### src/rtl/spi_ctl_pkg.sv
// Shared types and constants for the SPI master arbiter/sequencer.
// Latency: n/a (package only).
// Backpressure: n/a.
package spi_ctl_pkg;

    typedef enum logic [2:0] {
        ST_IDLE   = 3'd0,
        ST_STROBE = 3'd1,
        ST_XFER   = 3'd2,
        ST_RDCAP  = 3'd3,
        ST_GAP    = 3'd4
    } state_t;

    // SCLK-divider 0 shifts one byte in this many core cycles
    localparam int XFER_BASE = 16;

    // Core cycles the master needs to shift one byte at the given divider (16/32/64/128)
    function automatic logic [7:0] xfer_cycles(input logic [1:0] div);
        return 8'(XFER_BASE << div);
    endfunction

endpackage

### src/rtl/spi_master_arbiter_rr_arb2.sv
// Two-way round-robin arbiter producing a one-hot grant.
// Latency: purely combinational.
// Backpressure: grant is zero unless i_accept is high.
module rr_arb2 (
    input  logic [1:0] i_valid,
    input  logic       i_last_grant,
    input  logic       i_accept,
    output logic [1:0] o_grant
);

    // On contention favour the requester that did not win last; a lone requester always wins
    always_comb begin
        o_grant = 2'b00;
        if (i_accept) begin
            if (i_valid == 2'b11) begin
                o_grant = i_last_grant ? 2'b01 : 2'b10;
            end else begin
                o_grant = i_valid;
            end
        end
    end

endmodule

### src/rtl/spi_master_arbiter.sv
// Arbitrates two command clients onto the SPI byte engine and times each transfer by cycle count.
// Latency: strobe 1 cycle after accept; read data 3 cycles after accept; write occupies 1+16<<div cycles.
// Backpressure: reqN_ready only in IDLE for the arbitration winner; GUARD idle cycles after every transaction.
module spi_master_arbiter
    import spi_ctl_pkg::*;
#(
    parameter int GUARD = 4
) (
    input  logic       clk,
    input  logic       rst,
    input  logic       req0_valid,
    input  logic       req0_rd,
    input  logic [7:0] req0_data,
    input  logic [1:0] req0_div,
    output logic       req0_ready,
    input  logic       req1_valid,
    input  logic       req1_rd,
    input  logic [7:0] req1_data,
    input  logic [1:0] req1_div,
    output logic       req1_ready,
    output logic       rsp_valid,
    output logic       rsp_id,
    output logic [7:0] rsp_data,
    output logic       busy,
    output logic       spi_cs,
    output logic       spi_wr,
    output logic       spi_rd,
    output logic [7:0] spi_in_data,
    output logic [1:0] spi_div,
    input  logic [7:0] spi_out_data
);

    localparam logic [7:0] GAP_LOAD = 8'(GUARD - 1);

    state_t     r_state;
    state_t     w_next_state;
    logic [7:0] r_cnt;
    logic       r_rd;
    logic [7:0] r_data;
    logic [1:0] r_div;
    logic       r_id;
    logic       r_last_grant;
    logic       r_rsp_valid;
    logic       r_rsp_id;
    logic [7:0] r_rsp_data;

    logic       w_accept_en;
    logic [1:0] w_grant;
    logic       w_take;
    logic       w_take_id;
    logic       w_spi_cs;
    logic       w_spi_wr;
    logic       w_spi_rd;

    // Ready is gated by reset so nothing is accepted while the block is held in reset
    assign w_accept_en = (r_state == ST_IDLE) && !rst;

    rr_arb2 u_arb (
        .i_valid      ({req1_valid, req0_valid}),
        .i_last_grant (r_last_grant),
        .i_accept     (w_accept_en),
        .o_grant      (w_grant)
    );

    assign w_take     = |w_grant;
    assign w_take_id  = w_grant[1];
    assign req0_ready = w_grant[0];
    assign req1_ready = w_grant[1];

    // State register
    always_ff @(posedge clk) begin
        if (rst) begin
            r_state <= ST_IDLE;
        end else begin
            r_state <= w_next_state;
        end
    end

    // Next-state and master strobe decode; strobes exist only in the single STROBE cycle
    always_comb begin
        w_next_state = r_state;
        w_spi_cs     = 1'b0;
        w_spi_wr     = 1'b0;
        w_spi_rd     = 1'b0;
        case (r_state)
            ST_IDLE: begin
                if (w_take) begin
                    w_next_state = ST_STROBE;
                end
            end
            ST_STROBE: begin
                w_spi_cs = 1'b1;
                if (r_rd) begin
                    w_spi_rd     = 1'b1;
                    w_next_state = ST_RDCAP;
                end else begin
                    w_spi_wr     = 1'b1;
                    w_next_state = ST_XFER;
                end
            end
            ST_XFER: begin
                if (r_cnt == 8'd0) begin
                    w_next_state = ST_GAP;
                end
            end
            ST_RDCAP: begin
                w_next_state = ST_GAP;
            end
            ST_GAP: begin
                if (r_cnt == 8'd0) begin
                    w_next_state = ST_IDLE;
                end
            end
            default: begin
                w_next_state = ST_IDLE;
            end
        endcase
    end

    // Capture the winning command; these registers also drive the master's data/divider inputs
    always_ff @(posedge clk) begin
        if (rst) begin
            r_rd         <= 1'b0;
            r_data       <= 8'd0;
            r_div        <= 2'd0;
            r_id         <= 1'b0;
            r_last_grant <= 1'b1;
        end else if (w_take) begin
            r_rd         <= w_take_id ? req1_rd   : req0_rd;
            r_data       <= w_take_id ? req1_data : req0_data;
            r_div        <= w_take_id ? req1_div  : req0_div;
            r_id         <= w_take_id;
            r_last_grant <= w_take_id;
        end
    end

    // Shared down-counter: transfer length during XFER, then guard length during GAP
    always_ff @(posedge clk) begin
        if (rst) begin
            r_cnt <= 8'd0;
        end else begin
            case (r_state)
                ST_STROBE: begin
                    if (!r_rd) begin
                        r_cnt <= xfer_cycles(r_div) - 8'd1;
                    end
                end
                ST_XFER: begin
                    r_cnt <= (r_cnt == 8'd0) ? GAP_LOAD : r_cnt - 8'd1;
                end
                ST_RDCAP: begin
                    r_cnt <= GAP_LOAD;
                end
                ST_GAP: begin
                    if (r_cnt != 8'd0) begin
                        r_cnt <= r_cnt - 8'd1;
                    end
                end
                default: begin
                    r_cnt <= r_cnt;
                end
            endcase
        end
    end

    // Read response: sample the master's byte in RDCAP and pulse valid the following cycle
    always_ff @(posedge clk) begin
        if (rst) begin
            r_rsp_valid <= 1'b0;
            r_rsp_id    <= 1'b0;
            r_rsp_data  <= 8'd0;
        end else begin
            r_rsp_valid <= (r_state == ST_RDCAP);
            if (r_state == ST_RDCAP) begin
                r_rsp_id   <= r_id;
                r_rsp_data <= spi_out_data;
            end
        end
    end

    assign rsp_valid   = r_rsp_valid;
    assign rsp_id      = r_rsp_id;
    assign rsp_data    = r_rsp_data;
    assign busy        = (r_state != ST_IDLE);
    assign spi_cs      = w_spi_cs;
    assign spi_wr      = w_spi_wr;
    assign spi_rd      = w_spi_rd;
    assign spi_in_data = r_data;
    assign spi_div     = r_div;

endmodule

### config.mk
export PLATFORM = sky130hd
export DESIGN_NAME = spi_master_arbiter
export DESIGN_NICKNAME = d
export VERILOG_FILES = /design/src/rtl/spi_ctl_pkg.sv /design/src/rtl/spi_master_arbiter_rr_arb2.sv /design/src/rtl/spi_master_arbiter.sv
export SDC_FILE = /design/constraint.sdc
export NUM_CORES = 1
export LEC_CHECK = 0
export ABC_AREA = 0
export BUFFER_PORTS_ARGS = -buffer_cell sky130_fd_sc_hd__buf_2
export CORE_MARGIN = 2
export CORE_UTILIZATION = 56
export CTS_BUF_LIST = sky130_fd_sc_hd__clkbuf_8
export DETAILED_ROUTE_END_ITERATION = 6
export PLACE_DENSITY = 0.87
export SLEW_MARGIN = 5
export SYNTH_ARGS = -nofsm -noshare
export SYNTH_HDL_FRONTEND = slang
export SYNTH_SLANG_ARGS = --single-unit
### constraint.sdc
create_clock -name clk -period 5.3 [get_ports clk]
set_input_delay 0.53 -clock clk [delete_from_list [all_inputs] [get_ports clk]]
set_output_delay 0.53 -clock clk [all_outputs]
set_load 0.1 [all_outputs]
# == After elaboration in Yosys (flattened, before gate mapping) ==
# Index checks and enable logic that the tools add are counted.
# totals
out_inout_bits,26
reg_bits,34
elab_cells,53
in_bits,34
# classes
reduce_logical,10
n_shift,1
mux,20
add_sub_neg,2
eq_ne,10
# ops
operator,n
8-bit 2-to-1 mux,4
8-bit case mux with 4 select lines,1
"8-bit by 1-bit subtractor with 8-bit output, second input constant",2
3-bit case mux with 5 select lines,1
"2-bit inequality test, second input constant",5
3-bit 2-to-1 mux,3
8-bit zero test,1
2-bit 2-to-1 mux,4
8-bit nonzero test,1
"5-bit by 2-bit left shift with 8-bit output, first input constant",1
1-bit 2-to-1 mux,7
"3-bit by 2-bit == test with 1-bit output, second input constant",2
3-bit AND reduction,2
4-bit nonzero test,1
"3-bit by 1-bit == test with 1-bit output, second input constant",1
"3-bit == test, second input constant",1
3-bit zero test,1
3-bit nonzero test,1
"2-bit == test, second input constant",1
2-bit OR reduction,1
1-bit logical AND,1
1-bit zero test,1

# == Longest topological paths before layout ==
# Gate-level depths: netlist of run 1.
# logic_depth
word_depth,6
ltp_mapped,7

# == Modules after synthesis ==
# From an unflattened synthesis of run 1, not the netlist that was laid out.
# unflattened
hier_cells,218
area_unflattened_um2,1734.2
# modules_own_cells
module,area_each_um2,cells_each,seq_area_each_um2,n_inst
spi_master_arbiter,1712.9,213,680.7,1
rr_arb2,21.3,5,0.0,1

# == Worst setup path after synthesis of run 1 ==
# No wires, ideal clock.
# synth_path
path_type,reg-to-output
start,reg r_state[0]
end,out spi_wr
setup_slack_ps,1741
t_arrival_ps,3029
t_required_ps,4770
stages_incl_launch_ff,5
path_buffers,2
path_cell_list,dfxtp_1 > buf_2 > clkbuf_1 > and2_1 > nor2b_1
# synth_via
elab_chain_len,2
# synth_lines
item,line_no,text
start: declaration,spi_master_arbiter.sv:35,state_t r_state;
start signal: assignment,spi_master_arbiter.sv:75,r_state <= w_next_state;
3-bit by 1-bit == test with 1-bit output,spi_master_arbiter.sv:85,case (r_state)
1-bit 2-to-1 mux,spi_master_arbiter.sv:85,
end: declaration,spi_master_arbiter.sv:26,"output logic spi_wr,"
# Every way passes these cells.

# == Worst setup path after layout of run 1 ==
# layout_path
start,reg r_state[0]
end,out req1_ready
# layout_via
elab_chain_len,3
# layout_lines
item,line_no,text
3-bit zero test,spi_master_arbiter.sv:56,assign w_accept_en = (r_state == ST_IDLE) && !rst;
1-bit logical AND,spi_master_arbiter.sv:56,
2-bit 2-to-1 mux,spi_master_arbiter_rr_arb2.sv:14,if (i_accept) begin
end: declaration,spi_master_arbiter.sv:20,"output logic req1_ready,"
# Every way passes these cells.

==> qor.json, run 1 <==
{
  "post_synth.cell_area_avg_sq_um": 8.583,
  "first_pass_iters": 4,
  "vdd_drop_max_v": 0.0004192,
  "maxClockFrequency_mhz": 333.0,
  "global_placer_s_final_weighted_congestion": 0.9445,
  "place_hpwl_microns": 2939,
  "die_w_microns": 61.27,
  "synth_sequential_area_ratio": 0.3706,
  "tritoncts.num_buffers": 5,
  "timing_worst_slew_pin_value_ns": 0.8984,
  "fp.dieArea_sq_um": 3754,
  "syn2layout_area_growth_pct": 19.96,
  "postCtsSetupRepairBufs": 0,
  "worst-path-max-fanout": 29,
  "final_core_util": 0.7159,
  "vias": 1787,
  "finalSetupViolCount": 0,
  "post-route-period-util": 0.5665,
  "groute.usage.overall": 0.2441,
  "dr.first_iter.drc_count": 123,
  "cp_class": "register to output pin",
  "start_util": 0.5967,
  "postLayoutSetupSlackWorst_ns": 2.297,
  "rows": 20,
  "cts-resized-gates": 0,
  "ctsRootBufferMaster": "clkbuf_8",
  "synth.yosys.warnings": 0,
  "cts_htree_levels": 2,
  "synth_area_leaders": "dfxtp_1 (37%), a211oi_1 (6.1%), mux2i_1 (6.0%)",
  "post_drt_via_cell_ratio": 5.765,
  "clk_pin_slew_worst_paths_ns": 0.07,
  "netlist.top_cell.by_area": "dfxtp_1",
  "drv_cap": 0,
  "io_pins": 60,
  "timing.final.max_slew_violations": 0,
  "clkLatencyLatePin_ns": 0.29,
  "final.min_clock_period_ns": 3.003,
  "post_drt_wl_per_cell_microns": 13.41,
  "layout.filler_cells": 259,
  "mappedNetlistArea_sq_um": 1837,
  "outcome": "finished clean",
  "rsz0062_at_grt": "false",
  "floorplan.core_area_sq_um": 3078,
  "worst_setup_path_start_kind": "register",
  "hold_fails_final_rpt": 0,
  "fp.dieH_microns": 61.27,
  "timing.critical_path.to_type": "output pin",
  "cts.hold.buffers_added": 0,
  "ys_seq_elements": 34,
  "hold_class": "register to register",
  "final_layout_size_suffix_gt1_frac": 0.2895,
  "top_ff_cell_synth": "dfxtp_1",
  "antenna_found_initial": 0,
  "finish.net_count": 300,
  "buffer_ports.inserted": 59,
  "synthDistinctLibCells": 54,
  "clock_skew_ns": 0.01178,
  "cts_buffer_depth": 2,
  "synth_edf_count": 0,
  "globalRoute.totalOverflow": 0,
  "maximum_number_of_pins_on_one_net_before_global_route_repair": 39,
  "pre_cts_ws_ns": 2.425,
  "power.density_nw_per_um2": 596.5,
  "worst-endpoint-required_ns": 4.77,
  "first_global_vias": 1521,
  "cts.sink_count": 34,
  "crit_arrival_ns": 2.47,
  "finalSetupTns_ns": 0,
  "synth_nets": 249,
  "slew_headroom": 0.4003,
  "tritoncts": "done",
  "async_flop_share": 0,
  "grt_first_pass_wirelength_microns": 6727,
  "final_antenna_net_count": 0,
  "synth_largest_type_area_fraction": 0.3706,
  "post_synthesis_instance_total": 214,
  "total_leakage_power_uw": 0.0009546,
  "antenna_cell_count": 0,
  "drcViolationCount": 0,
  "routed_wl_microns": 4156
}
stage by stage:
| step | instances | hold WS [ns] | instance area (sq um) | total power (uW) |
|---|---|---|---|---|
| 5_1_grt | 310 | 0.4703 | 2203 | 1398 |
| 2_1_floorplan | 214 | 0.4442 | 1837 | 1020 |
| 3_5_place_dp | 302 | 0.4469 | 2117 | 1128 |
| 3_3_place_gp | 302 | 0.4439 | 2117 | 1122 |
| 4_1_cts | 310 | 0.4567 | 2203 | 1317 |
| 6_report | 310 | 0.4547 | 2203 | 1314 |
metal layers:
metal | global-route usage | part of all wire | vias up
met4 | 0.1242 | 0.015 | 0
met5 | 0 | 0 | -
li1 | - | - | 900
met1 | 0.3021 | 0.43 | 805
met2 | 0.3845 | 0.47 | 76
met3 | 0.07353 | 0.079 | 6
worst max-delay path, stage by stage, from the launching register on:
cell	delay [ns]
dfxtp_1	0.59
nor4_2	0.40
nand3_1	0.59
inv_1	0.17
buf_2	0.44
layout by cell type (no fill, tap or decap), types with 8 or more instances in the layout:
master / n
a211oi_1: 15
a21oi_1: 16
buf_2: 59
dfxtp_1: 34
inv_1: 9
mux2i_1: 11
nand2_1: 11
nand3_1: 11
nor2_1: 19
nor3_1: 8
power breakdown:
| part | switching (uW) | internal [uW] | total, uW | leakage (uW) |
|---|---|---|---|---|
| combinational | 520 | 206 | 727 | 0.000627 |
| sequential | 90.5 | 312 | 403 | 0.000278 |
| clock | 94.0 | 90.6 | 185 | 0.0000493 |
| total | 705 | 609 | 1310 | 0.000955 |
final cells by class:
type	instances	area, sq um	share of cell area
flip-flops and latches	34	680.7	0.3089
clock inverters	3	17.52	0.007950
clock buffers	5	68.82	0.03123
well taps	44	55.05	0.02499
multi-input cells	157	1056	0.4793
inverters	8	30.03	0.01363
repair buffers	59	295.3	0.1340
logic make-up after synthesis:
| group | Yosys count | synth area share |
|---|---|---|
| flops | 34 | 0.3706 |
| buf+inv | 23 | 0.05450 |
| fa+ha+maj | 1 | 0.006811 |
| simple gates | 78 | 0.2296 |
| compound gates | 67 | 0.2786 |
| mux | 11 | 0.05995 |
path summary, 6_finish.rpt:
path / startpoint / end / slack (ns) / depth (start not counted)
max reg2reg: r_state[1] / rsp_data[6] / 2.99 / 4
min reg2reg: rsp_data[3] / rsp_data[3] / 0.45 / 2
min: rsp_data[3] / rsp_data[3] / 0.45 / 2
max: r_state[0] / req1_ready / 2.30 / 4
state kept, by name, indices dropped and copies added, names as in the netlist:
signal,flops
spi_in_data,8
rsp_id,1
r_cnt,8
spi_div,2
rsp_valid,1
r_id,1
rsp_data,8
r_last_grant,1
r_rd,1
r_state,3
Yosys cell counts (2+ instances only):
library cell,instances
nor4_1,2
clkbuf_1,7
nand2b_1,7
o31ai_1,2
a211oi_1,15
nor2_1,19
buf_2,5
nand3_1,11
inv_1,8
o32ai_1,3
mux2i_1,11
or3_1,2
a21o_1,2
a32oi_1,2
nor3b_1,2
nand3b_1,2
nand2_1,11
o21a_1,2
nor2b_1,3
dfxtp_1,34
o21ai_0,6
nor3_1,8
buf_1,2
a21oi_1,16
and3_1,3
Note: power is estimated with default switching activity, not from simulation.
==> run 2: changes to the inputs <==
Settings changed: CORE_UTILIZATION 56 to 47, PLACE_DENSITY 0.87 to 0.78.
Clock period 5.3 ns to 2.6 ns, I/O delays scaled along.
==> qor.json, run 2 (synthesized netlist as in run 1, its figures left out) <==
{
  "cts.hold.buffers_added": 0,
  "placement.cell_area_sq_um": 2197,
  "rows": 22,
  "start_util": 0.4943,
  "combinationalPowerShare": 0.577,
  "dr.first_iter.drc_count": 149,
  "slowest_stage": "dfxtp_1",
  "fp.dieArea_sq_um": 4424,
  "r2r_start": "r_cnt[0]",
  "pre_cts_ws_ns": 0.5978,
  "placed_cells_incl_taps": 313,
  "timing.final.max_slew_violations": 0,
  "power.density_nw_per_um2": 1208,
  "hold_fails_final_rpt": 0,
  "antenna_cell_count": 0,
  "worst_setup_path_start_kind": "register",
  "post_drt_wl_per_cell_microns": 13.59,
  "crit_arrival_ns": 1.89,
  "final.min_clock_period_ns": 2.153,
  "clkLatencyLatePin_ns": 0.28,
  "cts_htree_levels": 2,
  "grt_first_pass_wirelength_microns": 7417,
  "cts_buffer_depth": 2,
  "vdd_drop_max_v": 0.0006556,
  "total_leakage_power_uw": 0.0009948,
  "ff2ff_path_depth": 6,
  "floorplan.core_area_sq_um": 3716,
  "worst-path-max-fanout": 10,
  "final_antenna_net_count": 0,
  "first_global_vias": 1702,
  "hp-start": "spi_out_data[3]",
  "buffer_ports.inserted": 59,
  "route.met3.wl_microns": 281,
  "worstHoldEndpoint": "rsp_data[3]",
  "critical_path.cell_chain": "buf_4 > nor4_2 > nand3_1 > inv_1 > buf_12",
  "post_drt_via_cell_ratio": 5.682,
  "crit_buf_inv": 3,
  "timing.critical_path.to_type": "output pin",
  "crit-reg2reg-capture": "r_cnt[5]",
  "final_cell_count_no_fill": 321,
  "outcome": "finished clean",
  "die_w_microns": 66.52,
  "internal_power_contribution_uw": 1289,
  "timing_worst_slew_pin_value_ns": 0.6851,
  "routed-wl-met2_microns": 1976,
  "hold_class": "input port to register",
  "tritoncts.num_buffers": 5,
  "globalRoute.totalOverflow": 0,
  "tritoncts": "done",
  "finish.net_count": 307,
  "antenna_found_initial": 0,
  "drcViolationCount": 0,
  "cts-resized-gates": 0,
  "finalSetupViolCount": 0,
  "finalSetupTns_ns": 0,
  "stdcell_area_sq_um": 2283,
  "first_pass_iters": 4,
  "share_seq_of_total_power": 0.286,
  "most_common_cell_after_layout_fill_and_taps_aside": "buf_2",
  "clk_pin_slew_worst_paths_ns": 0.07,
  "post-route-period-util": 0.8281,
  "worst_hold_path.num_cells": 3,
  "rsz0062_at_grt": "false",
  "switching_power_uw": 1468,
  "critical_path.max_stage_delay_ns": 0.40,
  "worst-endpoint-required_ns": 2.34,
  "groute.usage.overall": 0.2139,
  "postCtsSetupRepairBufs": 0,
  "maxClockFrequency_mhz": 464.5,
  "final_layout_size_suffix_gt1_frac": 0.3114,
  "r2r_setup_slack_ns": 0.54,
  "cts.sink_count": 34,
  "postLayoutSetupSlackWorst_ns": 0.4471,
  "ctsRootBufferMaster": "clkbuf_8",
  "highest_layer": "met4",
  "syn2layout_area_growth_pct": 24.32,
  "global_placer_s_final_weighted_congestion": 0.9345,
  "met1Wirelength_microns": 2061,
  "clock_skew_ns": 0.003632,
  "io_pins": 60,
  "routed_wl_microns": 4363,
  "cp_class": "register to output pin",
  "crit_family": "simple AND/OR/NAND/NOR gates",
  "netSwitchingFraction": 0.5325,
  "maximum_number_of_pins_on_one_net_before_global_route_repair": 38,
  "power.clock.fraction": 0.137,
  "slew_headroom": 0.5398,
  "vias": 1824,
  "layout.filler_cells": 350,
  "most-common-layout-cells": "buf_2 (58), dfxtp_1 (34), nor2_1 (19), a21oi_1 (16), a211oi_1 (15)",
  "drv_cap": 0,
  "fp.dieH_microns": 66.52,
  "place_hpwl_microns": 3152
}
==> run 2: power groups by stage <==
stage | registers [uW] | clock network, uW | logic [uW]
2_1_floorplan | 1050 | 0 | 1030
3_3_place_gp | 796 | 0 | 1580
3_5_place_dp | 795 | 0 | 1580
4_1_cts | 784 | 385 | 1580
5_1_grt | 811 | 414 | 1710
6_report | 789 | 378 | 1590
==> run 2: cell type report <==
type / count / area, sq um / share of cell area
timing repair buffer: 66 / 362.8 / 0.1589
clock buffer: 5 / 68.82 / 0.03014
clock inverter: 3 / 17.52 / 0.007671
inverter: 8 / 30.03 / 0.01315
sequential: 34 / 680.7 / 0.2981
tap: 48 / 60.06 / 0.02630
multi-input combinational: 157 / 1064 / 0.4658
==> run 2: routing by layer <==
| layer | GRT usage | vias to the layer above |
|---|---|---|
| li1 | - | 914 |
| met2 | 0.3438 | 67 |
| met5 | 0 | - |
| met4 | 0.05867 | 0 |
| met3 | 0.06081 | 8 |
| met1 | 0.2799 | 835 |
==> run 2: metrics by stage <==
| stage | hold WS [ns] | utilization | power (uW) |
|---|---|---|---|
| finish | 0.2219 | 0.6145 | 2757 |
| global route | 0.2188 | 0.6145 | 2933 |
| CTS | 0.2165 | 0.6145 | 2754 |
| detailed placement | 0.4456 | 0.5912 | 2375 |
| global placement | 0.4413 | 0.5912 | 2371 |
| floorplan | 0.4077 | - | 2087 |
==> run 2: worst register-to-register path: cells and delay by family (launching register included) <==
family                     cells  cell delay [ns]
AOI/OAI and AO/OA              2             0.38
buffers and inverters          1             0.07
adders and majority gates      1             0.24
and+or+nand+nor                2             0.91
DFF                            1             0.35
==> run 2: worst max-delay path by stage <==
stage | start | end | slack (ns) | cells after the start
final | r_state[2] | req1_ready | 0.45 | 5
after detailed placement | r_cnt[0] | r_cnt[5] | 0.60 | 6
after global placement | r_cnt[0] | r_cnt[5] | 0.66 | 6
after global routing | r_state[2] | req1_ready | 0.31 | 5
after floorplan | r_state[0] | spi_wr | 0.07 | 4
after CTS | r_state[2] | req1_ready | 0.45 | 5
==> run 3: changes to the inputs <==
Settings changed: CORE_UTILIZATION 47 to 52, PLACE_DENSITY 0.78 to 0.82.
Clock period 2.6 ns to 2 ns, I/O delays scaled along.
==> qor.json, run 3 (synthesized netlist as in run 1, its figures left out) <==
{
  "cts_buffer_depth": 2,
  "place_hpwl_microns": 3435,
  "timing.final.max_slew_violations": 0,
  "power.density_nw_per_um2": 1628,
  "start_util": 0.5461,
  "vias": 1861,
  "final_antenna_net_count": 0,
  "clock_skew_ns": 0.003766,
  "floorplan.core_area_sq_um": 3363,
  "maximum_number_of_pins_on_one_net_before_global_route_repair": 38,
  "hold_class": "input port to register",
  "drv_cap": 0,
  "final.min_clock_period_ns": 1.884,
  "post_drt_via_cell_ratio": 5.726,
  "hold_fails_final_rpt": 0,
  "drcViolationCount": 0,
  "rsz0062_at_grt": "false",
  "timing.critical_path.to_type": "output pin",
  "final_core_util": 0.7225,
  "worst-path-max-fanout": 13,
  "final_cell_count_no_fill": 325,
  "finalSetupTns_ns": 0,
  "clk_pin_slew_worst_paths_ns": 0.07,
  "vdd_drop_max_v": 0.001228,
  "fp.dieArea_sq_um": 4023,
  "crit_arrival_ns": 1.68,
  "ctsRootBufferMaster": "clkbuf_8",
  "timing_worst_slew_pin_value_ns": 0.4995,
  "finish.net_count": 313,
  "antenna_cell_count": 0,
  "globalRoute.totalOverflow": 0,
  "most-common-layout-cells": "buf_2 (53), dfxtp_1 (34), nor2_1 (19), a21oi_1 (16), a211oi_1 (15)",
  "postLayoutSetupSlackWorst_ns": 0.1158,
  "cts.hold.buffers_added": 0,
  "cp_class": "register to output pin",
  "die_w_microns": 63.43,
  "final_layout_size_suffix_gt1_frac": 0.3477,
  "post-route-period-util": 0.9421,
  "layout.filler_cells": 271,
  "tritoncts": "done",
  "slew_headroom": 0.6693,
  "buffer_ports.inserted": 59,
  "placed_cells_incl_taps": 317,
  "first_pass_iters": 5,
  "tritoncts.num_buffers": 5,
  "dr.first_iter.drc_count": 156,
  "worst-endpoint-required_ns": 1.80,
  "first_global_vias": 1822,
  "pre_cts_ws_ns": 0.06347,
  "cts_htree_levels": 2,
  "routed_wl_microns": 4924,
  "outcome": "finished clean",
  "antenna_found_initial": 0,
  "clkLatencyLatePin_ns": 0.30,
  "most_common_cell_after_layout_fill_and_taps_aside": "buf_2",
  "fp.dieH_microns": 63.43,
  "io_pins": 60,
  "finalSetupViolCount": 0,
  "post_drt_wl_per_cell_microns": 15.15,
  "global_placer_s_final_weighted_congestion": 0.9414,
  "syn2layout_area_growth_pct": 32.29,
  "cts.sink_count": 34,
  "maxClockFrequency_mhz": 530.7,
  "worst_setup_path_start_kind": "register",
  "total_leakage_power_uw": 0.001034,
  "grt_first_pass_wirelength_microns": 8093,
  "rows": 21,
  "groute.usage.overall": 0.2546
}
[run 3: cell types whose count changed in the layout (fill, tap and decap cells not counted), moves of 2 or more]
cell | before | now
inv_1 | 9 | 7
buf_12 | 1 | 6
buf_4 | 7 | 13
buf_2 | 58 | 53
clkinvlp_4 | 0 | 2
[run 3: final timing paths]
path / startpoint / end / slack (ns) / cells past startpoint
hold / removal: spi_out_data[5] / rsp_data[5] / 0.15 / 3
setup / recovery: r_state[1] / req1_ready / 0.12 / 5
hold reg to reg: rsp_data[4] / rsp_data[4] / 0.45 / 2
setup reg to reg: r_cnt[0] / r_cnt[2] / 0.14 / 8
[run 3: stage by stage]
stage	instance area [sq um]	total power (uW)	hold slack, ns
finish	2430	3955	0.1458
global route	2430	4132	0.1650
CTS	2419	3884	0.1484
detailed placement	2323	3344	0.4456
global placement	2323	3297	0.4399
floorplan	1853	2727	0.3477
[run 3: final cells by class]
cell class	count	area (sq um)	share of cell area
clock buffer	6	82.58	0.03399
tap	46	57.56	0.02369
timing repair buffer	72	483.0	0.1988
sequential	34	680.7	0.2801
multi-input combinational	157	1080	0.4444
clock inverter	2	12.51	0.005149
inverter	8	33.78	0.01390
[run 3: what timing repair did]
action,CTS,global route
endpoints found under the setup margin,0,4
resized for setup,0,2
endpoints found under the hold margin,0,0
setup buffers,0,0
[run 3: routing by layer]
metal | routed length [microns] | vias up | track usage
li1 | - | 923 | -
met1 | 2123 | 862 | 0.3028
met2 | 2341 | 65 | 0.4263
met3 | 359 | 11 | 0.08036
met4 | 99 | 0 | 0.09783
met5 | 0 | - | 0
[run 3: power by group]
| part | internal [uW] | switching [uW] |
|---|---|---|
| logic | 823 | 1560 |
| clock network | 277 | 265 |
| registers | 828 | 198 |
[run 3: worst max-delay path, cell delays in order (launching register included)]
cell and delay [ns]:
dfxtp_1 0.41, nor4_2 0.36, nand3_1 0.12, buf_4 0.22, clkinvlp_4 0.11, buf_12 0.17
